<file path="src/rtl/execute_stage_fwd.sv">
// Execute stage: forwarding from M/W, ALU, branch resolve, E->M pipeline register.
// Latency: single-cycle ops 1 cycle; multiply XLEN+1 cycles (stage stalls meanwhile).
// Backpressure: ready_E drops while M is full and stalled, or while a multiply runs.
// Optional iterative shift-add multiplier is built only when EXEC_MUL_EN is defined.
module execute_stage_fwd #(
   parameter int XLEN    = 32,
   parameter int RADDR_W = 5
) (
   input  logic               clk,
   input  logic               rst,
   input  logic               valid_E,
   output logic               ready_E,
   input  logic               flush_E,
   input  logic               stall_M,
   input  logic [XLEN-1:0]    RD1_E,
   input  logic [XLEN-1:0]    RD2_E,
   input  logic [XLEN-1:0]    ImmExt_E,
   input  logic [XLEN-1:0]    PC_E,
   input  logic [RADDR_W-1:0] Rs1_E,
   input  logic [RADDR_W-1:0] Rs2_E,
   input  logic [RADDR_W-1:0] Rd_E,
   input  logic [2:0]         ALUControl_E,
   input  logic               ALUSrc_E,
   input  logic               RegWrite_E,
   input  logic               MemWrite_E,
   input  logic               ResultSrc_E,
   input  logic               Branch_E,
   input  logic [RADDR_W-1:0] Rd_W,
   input  logic               RegWrite_W,
   input  logic [XLEN-1:0]    Result_W,
   output logic               valid_M,
   output logic               RegWrite_M,
   output logic               MemWrite_M,
   output logic               ResultSrc_M,
   output logic [XLEN-1:0]    AluResult_M,
   output logic [XLEN-1:0]    WriteData_M,
   output logic [RADDR_W-1:0] Rd_M,
   output logic [XLEN-1:0]    PCTarget_E,
   output logic               PCSrc_E
);

   logic [XLEN-1:0] fwd_a;
   logic [XLEN-1:0] fwd_b;
   logic [XLEN-1:0] src_b;
   logic [XLEN-1:0] diff;
   logic [XLEN-1:0] alu_res;
   logic            m_hold;
   logic            xfer;
   logic            single_xfer;
   logic            idle;

   // Operand forwarding: the younger M result wins over W; x0 is never forwarded
   always_comb begin
      if (valid_M && RegWrite_M && (Rd_M != '0) && (Rd_M == Rs1_E))
         fwd_a = AluResult_M;
      else if (RegWrite_W && (Rd_W != '0) && (Rd_W == Rs1_E))
         fwd_a = Result_W;
      else
         fwd_a = RD1_E;

      if (valid_M && RegWrite_M && (Rd_M != '0) && (Rd_M == Rs2_E))
         fwd_b = AluResult_M;
      else if (RegWrite_W && (Rd_W != '0) && (Rd_W == Rs2_E))
         fwd_b = Result_W;
      else
         fwd_b = RD2_E;
   end

   assign src_b = ALUSrc_E ? ImmExt_E : fwd_b;
   assign diff  = fwd_a - src_b;

   // Single-cycle ALU; mul (110) and unused codes yield 0 on this path
   always_comb begin
      alu_res = '0;
      case (ALUControl_E)
         3'b000:  alu_res = fwd_a + src_b;
         3'b001:  alu_res = diff;
         3'b010:  alu_res = fwd_a & src_b;
         3'b011:  alu_res = fwd_a | src_b;
         3'b101:  alu_res = {{(XLEN-1){1'b0}}, ($signed(fwd_a) < $signed(src_b))};
         default: alu_res = '0;
      endcase
   end

   assign m_hold     = valid_M & stall_M;
   assign ready_E    = idle & ~m_hold;
   assign xfer       = valid_E & ready_E & ~flush_E;
   assign PCTarget_E = PC_E + ImmExt_E;
   assign PCSrc_E    = xfer & Branch_E & (diff == '0);

`ifdef EXEC_MUL_EN
   localparam logic [1:0] S_IDLE = 2'b00;
   localparam logic [1:0] S_BUSY = 2'b01;
   localparam logic [1:0] S_DONE = 2'b10;
   localparam int         CW     = $clog2(XLEN);

   logic [1:0]         state;
   logic [CW-1:0]      count;
   logic [XLEN-1:0]    mul_a;
   logic [XLEN-1:0]    mul_b;
   logic [XLEN-1:0]    mul_acc;
   logic [XLEN-1:0]    mul_wd;
   logic [RADDR_W-1:0] mul_rd;
   logic               mul_rw;
   logic               mul_mw;
   logic               mul_rs;
   logic               is_mul;
   logic               mul_load;

   assign is_mul      = (ALUControl_E == 3'b110);
   assign idle        = (state == S_IDLE);
   assign single_xfer = xfer & ~is_mul;
   assign mul_load    = (state == S_DONE) & ~flush_E;

   // Multiplier FSM: latch operands on accept, one shift-add per cycle, hand off in DONE
   always_ff @(posedge clk or posedge rst) begin
      if (rst) begin
         state   <= S_IDLE;
         count   <= '0;
         mul_a   <= '0;
         mul_b   <= '0;
         mul_acc <= '0;
         mul_wd  <= '0;
         mul_rd  <= '0;
         mul_rw  <= 1'b0;
         mul_mw  <= 1'b0;
         mul_rs  <= 1'b0;
      end else begin
         case (state)
            S_IDLE: begin
               if (xfer && is_mul) begin
                  state   <= S_BUSY;
                  count   <= '0;
                  mul_a   <= fwd_a;
                  mul_b   <= src_b;
                  mul_acc <= '0;
                  mul_wd  <= fwd_b;
                  mul_rd  <= Rd_E;
                  mul_rw  <= RegWrite_E;
                  mul_mw  <= MemWrite_E;
                  mul_rs  <= ResultSrc_E;
               end
            end
            S_BUSY: begin
               if (flush_E) begin
                  state <= S_IDLE;
               end else begin
                  if (mul_b[0])
                     mul_acc <= mul_acc + mul_a;
                  mul_a <= mul_a << 1;
                  mul_b <= mul_b >> 1;
                  count <= count + 1'b1;
                  if (count == CW'(XLEN-1))
                     state <= S_DONE;
               end
            end
            S_DONE: begin
               // Leaves once the result drains into M, or immediately on flush
               if (flush_E || !m_hold)
                  state <= S_IDLE;
            end
            default: state <= S_IDLE;
         endcase
      end
   end
`else
   assign idle        = 1'b1;
   assign single_xfer = xfer;
`endif

   // E->M pipeline register: hold on stall, else load single-cycle op, multiplier result, or bubble
   always_ff @(posedge clk or posedge rst) begin
      if (rst) begin
         valid_M     <= 1'b0;
         RegWrite_M  <= 1'b0;
         MemWrite_M  <= 1'b0;
         ResultSrc_M <= 1'b0;
         AluResult_M <= '0;
         WriteData_M <= '0;
         Rd_M        <= '0;
      end else if (!m_hold) begin
         if (single_xfer) begin
            valid_M     <= 1'b1;
            RegWrite_M  <= RegWrite_E;
            MemWrite_M  <= MemWrite_E;
            ResultSrc_M <= ResultSrc_E;
            AluResult_M <= alu_res;
            WriteData_M <= fwd_b;
            Rd_M        <= Rd_E;
         end
`ifdef EXEC_MUL_EN
         else if (mul_load) begin
            valid_M     <= 1'b1;
            RegWrite_M  <= mul_rw;
            MemWrite_M  <= mul_mw;
            ResultSrc_M <= mul_rs;
            AluResult_M <= mul_acc;
            WriteData_M <= mul_wd;
            Rd_M        <= mul_rd;
         end
`endif
         else begin
            valid_M <= 1'b0;
         end
      end
   end

endmodule

</file>
<file path="config.mk">
export PLATFORM = sky130hd
export DESIGN_NAME = execute_stage_fwd
export DESIGN_NICKNAME = d
export VERILOG_FILES = /design/src/rtl/execute_stage_fwd.sv
export SDC_FILE = /design/constraint.sdc
export NUM_CORES = 1
export LEC_CHECK = 0
export CORE_ASPECT_RATIO = 1.25
export CORE_UTILIZATION = 46
export DETAILED_ROUTE_END_ITERATION = 8
export PLACE_DENSITY_LB_ADDON = 0.25
export SLEW_MARGIN = 20
export SYNTH_ARGS = -nofsm -noshare
export SYNTH_HDL_FRONTEND = slang
export SYNTH_SLANG_ARGS = --single-unit
</file>
<file path="constraint.sdc">
create_clock -name clk -period 5.87 [get_ports clk]
set_clock_uncertainty 0.05 [all_clocks]
set_input_delay 0.587 -clock clk [delete_from_list [all_inputs] [get_ports clk]]
set_output_delay 0.587 -clock clk [all_outputs]
set_load 0.1 [all_outputs]
</file>
==> results.txt <==
Final hold analysis gives a worst-case slack of 428 ps. For this run, the leading register cell type out of synthesis is dfrtp_1. The number of max-cap violations came out at 0. The most common cell in the synthesized netlist is nor2_1. The net count after synthesis is about 1,800. In this run the worst path has a maximum fanout of 11. The dominant delay contributor by cell family on the critical path is simple AND/OR/NAND/NOR gates. The share of the clock period used by the worst path after layout came out at 1.05. The floorplan die width is 142 um. The height of the chip came out at 177 um. In this run the tightest slew margin relative to its limit is 0.249. The top-area cell type share of the netlist area is 0.162. The total half-perimeter wirelength after legalization and detailed placement is 40,400 um.

The initial antenna violation count is 3. In this run the core area contains 63 standard-cell rows. STA classifies the critical path startpoint as an input port.

The vias after detailed routing is 13,758. The critical path starts at Rd_W[2]. Setup repair after global routing could not meet its margin everywhere. The hold violation count in the final report is 0. The sequential cell area fraction in the yosys report came out at 0.162. The die covers 25,100 um2. The first-pass iteration count of the detailed router is 5. The global-route wire length before repair is 74,900 um. The type of the most critical hold path is flip-flop to flip-flop. Counting stages on the worst path, the most repeated cell is nor4_2. The run finished, with violations left. The maximum clock insertion buffer count is 2. Once detail routing completed, the nets flagged for antenna violations numbered 0.

Counting distinct cell types in the post-synthesis netlist gives 90. Setup slack on the critical path of the routed design comes to -285 ps. The number of top-level design ports is roughly 300.

The cell with the largest stage delay on the worst path is or4_4. Dividing the detail-routed via count by the number of cells gives 5.93. The count of flip-flops with a built-in enable after synthesis is 0. The congestion estimate from routability-driven global placement came to 1.01. The final cell utilization of the core came out at 0.715. The first routing iteration left 1,233 violations.

The wire length per cell came out at 21.9 um. The count of warnings emitted by yosys is 0. Synthesis handed over a netlist of 1,474 instances. Summed over all layers, the routed wires come to about 51,000 um. Counting flops and latches in the post-synthesis netlist gives between 70 and 80.

At the pin with the least slew margin, the transition time is 1120 ps. The area added between synthesis and finish is 51.5%. The total CTS buffers came out at 9. For this run, design rule violations remaining after detail routing come to 0. Counting both buffers and inverters, the worst setup path holds a total of 7. The number of I/O port buffers came out at 300. After clock tree synthesis, the clock-pin slew on the worst setup and hold paths is 70 ps.

The count of H-tree levels built during CTS came out at 3. The largest single stage delay on the critical path is 540 ps. The critical path runs through a total of 23 cells.

The mean instance size in the synthesized netlist came out at approximately 7.6 um2. For the final routed database, the setup TNS stands at -285 ps. TritonCTS built the clock tree. The combined global-route utilization of all metal layers is 0.395.

The number of global-route vias before repair is 13,049. The startpoint of the most critical register-to-register path is Rd_M[0]. The required arrival time at the worst endpoint is approximately 5200 ps.

The area of the core is 23,900 um2. The effective utilization at floorplan is 0.472. The tree is rooted in a clkbuf_16.

The insertion delay of the later-clocked pin in the worst-skew pair came out at roughly 370 ps. For this run, the top clock speed supported by timing is 162 MHz. The largest net degree at the start of global routing came out at 81. For this run, asynchronously set or reset flops after synthesis account for 1.00. The number of cells on the worst hold path came out at 2. Traced cell by cell, the critical path runs through dlygate4sd2_1, or4_4, o21ai_4, buf_4, nor4_2, buf_4, buf_12, mux2i_4, a21oi_2, inv_2, fa_2, buf_4, xor2_1, a31oi_2, o2111a_1, o2111ai_1, nor4_2, o2111ai_2, nor4_2, nand4_1, nor4_2, and4_4, buf_12. The startpoint of the worst hold path is MemWrite_M.

Data arrives at the worst endpoint at 5520 ps. The leakage power is 7.70 nW. The post-synthesis instance area came out at 11,300 um2. The worst setup path is captured at an output port. The total global routing overflow came out at 0. Ranked by total cell area, the synthesized netlist is headed by dfrtp_1 (16%), ha_1 (14%), a21oi_1 (7.0%). The start-to-end type of the worst setup path is input port to output port. The final reports fail on negative setup slack. For this design, the sink count on the clock tree is between 70 and 80. The number of cell instances on the worst register-to-register path came out at 20. The total power per unit cell area is 254 nW/um2. The net count of the finished layout is about 2,300. Counting instances in the post-synthesis netlist gives the leading cell types as nor2_1 (161), a21oi_1 (158), ha_1 (127).

The post-route cell area came out at 17,100 um2. The worst vdd rail ir drop is approximately 160 uV. In this run the cell area measured after placement is about 16,000 um2.

The ratio of cells with drive above 1 in the final layout is 0.227. The final period demand of the worst path came out at 6160 ps. Setup violations remaining at the end of the flow were counted as 1. The max-slew violation total from the final report is 0. The largest area contributor in the netlist is dfrtp_1.
[area by class of cell]
class                      count  area (um2)
clock buffer                  11         253
clock inverter                 5        62.6
multi-input combinational   1214        8990
sequential                    73        1830
tap                          325         407
inverter                     115         438
timing repair buffer         574        5090
antenna                        2        5.00
fill                        1980        6810
[layer usage]
layer | part of all wire | up-vias | GRT usage
met1 | 0.40 | 6503 | 0.499
met3 | 0.096 | 149 | 0.0744
li1 | - | 6335 | -
met2 | 0.45 | 769 | 0.632
met5 | 0.00022 | - | 0
met4 | 0.053 | 2 | 0.216
[worst register-to-register path: cells and delay by family, from the launching register on]
| family | cells | cell delay [ps] |
|---|---|---|
| DFF | 1 | 390 |
| AOI/OAI and AO/OA | 8 | 2010 |
| adders and majority gates | 1 | 350 |
| buffers and inverters | 5 | 860 |
| muxes | 2 | 630 |
| and+or+nand+nor | 4 | 1030 |
[path summary, 6_finish.rpt]
| path | to | slack [ps] |
|---|---|---|
| min in group asynchronous | ResultSrc_M | 680 |
| worst min-delay path | MemWrite_M | 430 |
| max in group asynchronous | Rd_M[1] | 4470 |
| worst min register to register | MemWrite_M | 430 |
| worst max-delay path | PCSrc_E | -290 |
| worst max register to register | AluResult_M[31] | 440 |
[power breakdown]
part	switching, mW	total, mW	internal [mW]	leakage, nW
Clock	0.271	0.626	0.356	0.148
Sequential	0.0942	0.687	0.593	0.905
Combinational	1.98	3.03	1.04	6.64
[sequential cells by signal (all words and copies together) (netlist names)]
| name | cells |
|---|---|
| AluResult_M | 32 |
| MemWrite_M | 1 |
| Rd_M | 5 |
| RegWrite_M | 1 |
| ResultSrc_M | 1 |
| WriteData_M | 32 |
| valid_M | 1 |
[what timing repair did]
item / in CTS / in global routing
gates resized for setup: 37 / 45
gates cloned: 0 / 1
pin swaps: 18 / 22
endpoints found under the setup margin: 1 / 5
setup buffers: 7 / 8
hold buffers: 0 / 0
[cells in the final DEF, fill, tap and decap left out, types with 68 or more instances in the layout]
cell / count
nor2_1: 160
inv_1: 108
ha_1: 123
clkdlybuf4s50_1: 273
nand2_1: 104
o21ai_0: 78
a21oi_1: 148
mux2i_1: 68
buf_4: 279
dfrtp_1: 70
[through the flow]
stage	setup slack (ps)	power (mW)	std cells
detailed placement	-806	3.62	2285
global placement	-660	3.59	2285
CTS	-303	4.27	2308
floorplan	21.7	2.59	1474
global route	-454	4.50	2318
finish	-285	4.34	2319
[kinds of logic after synthesis]
kind of cell | Yosys count | synth area share
xor+xnor | 84 | 0.0653
buf+inv | 187 | 0.0672
fa+ha+maj | 130 | 0.146
flops | 73 | 0.162
compound gates | 442 | 0.255
simple gates | 424 | 0.177
mux | 134 | 0.127
(Power assumes the default switching activity.)
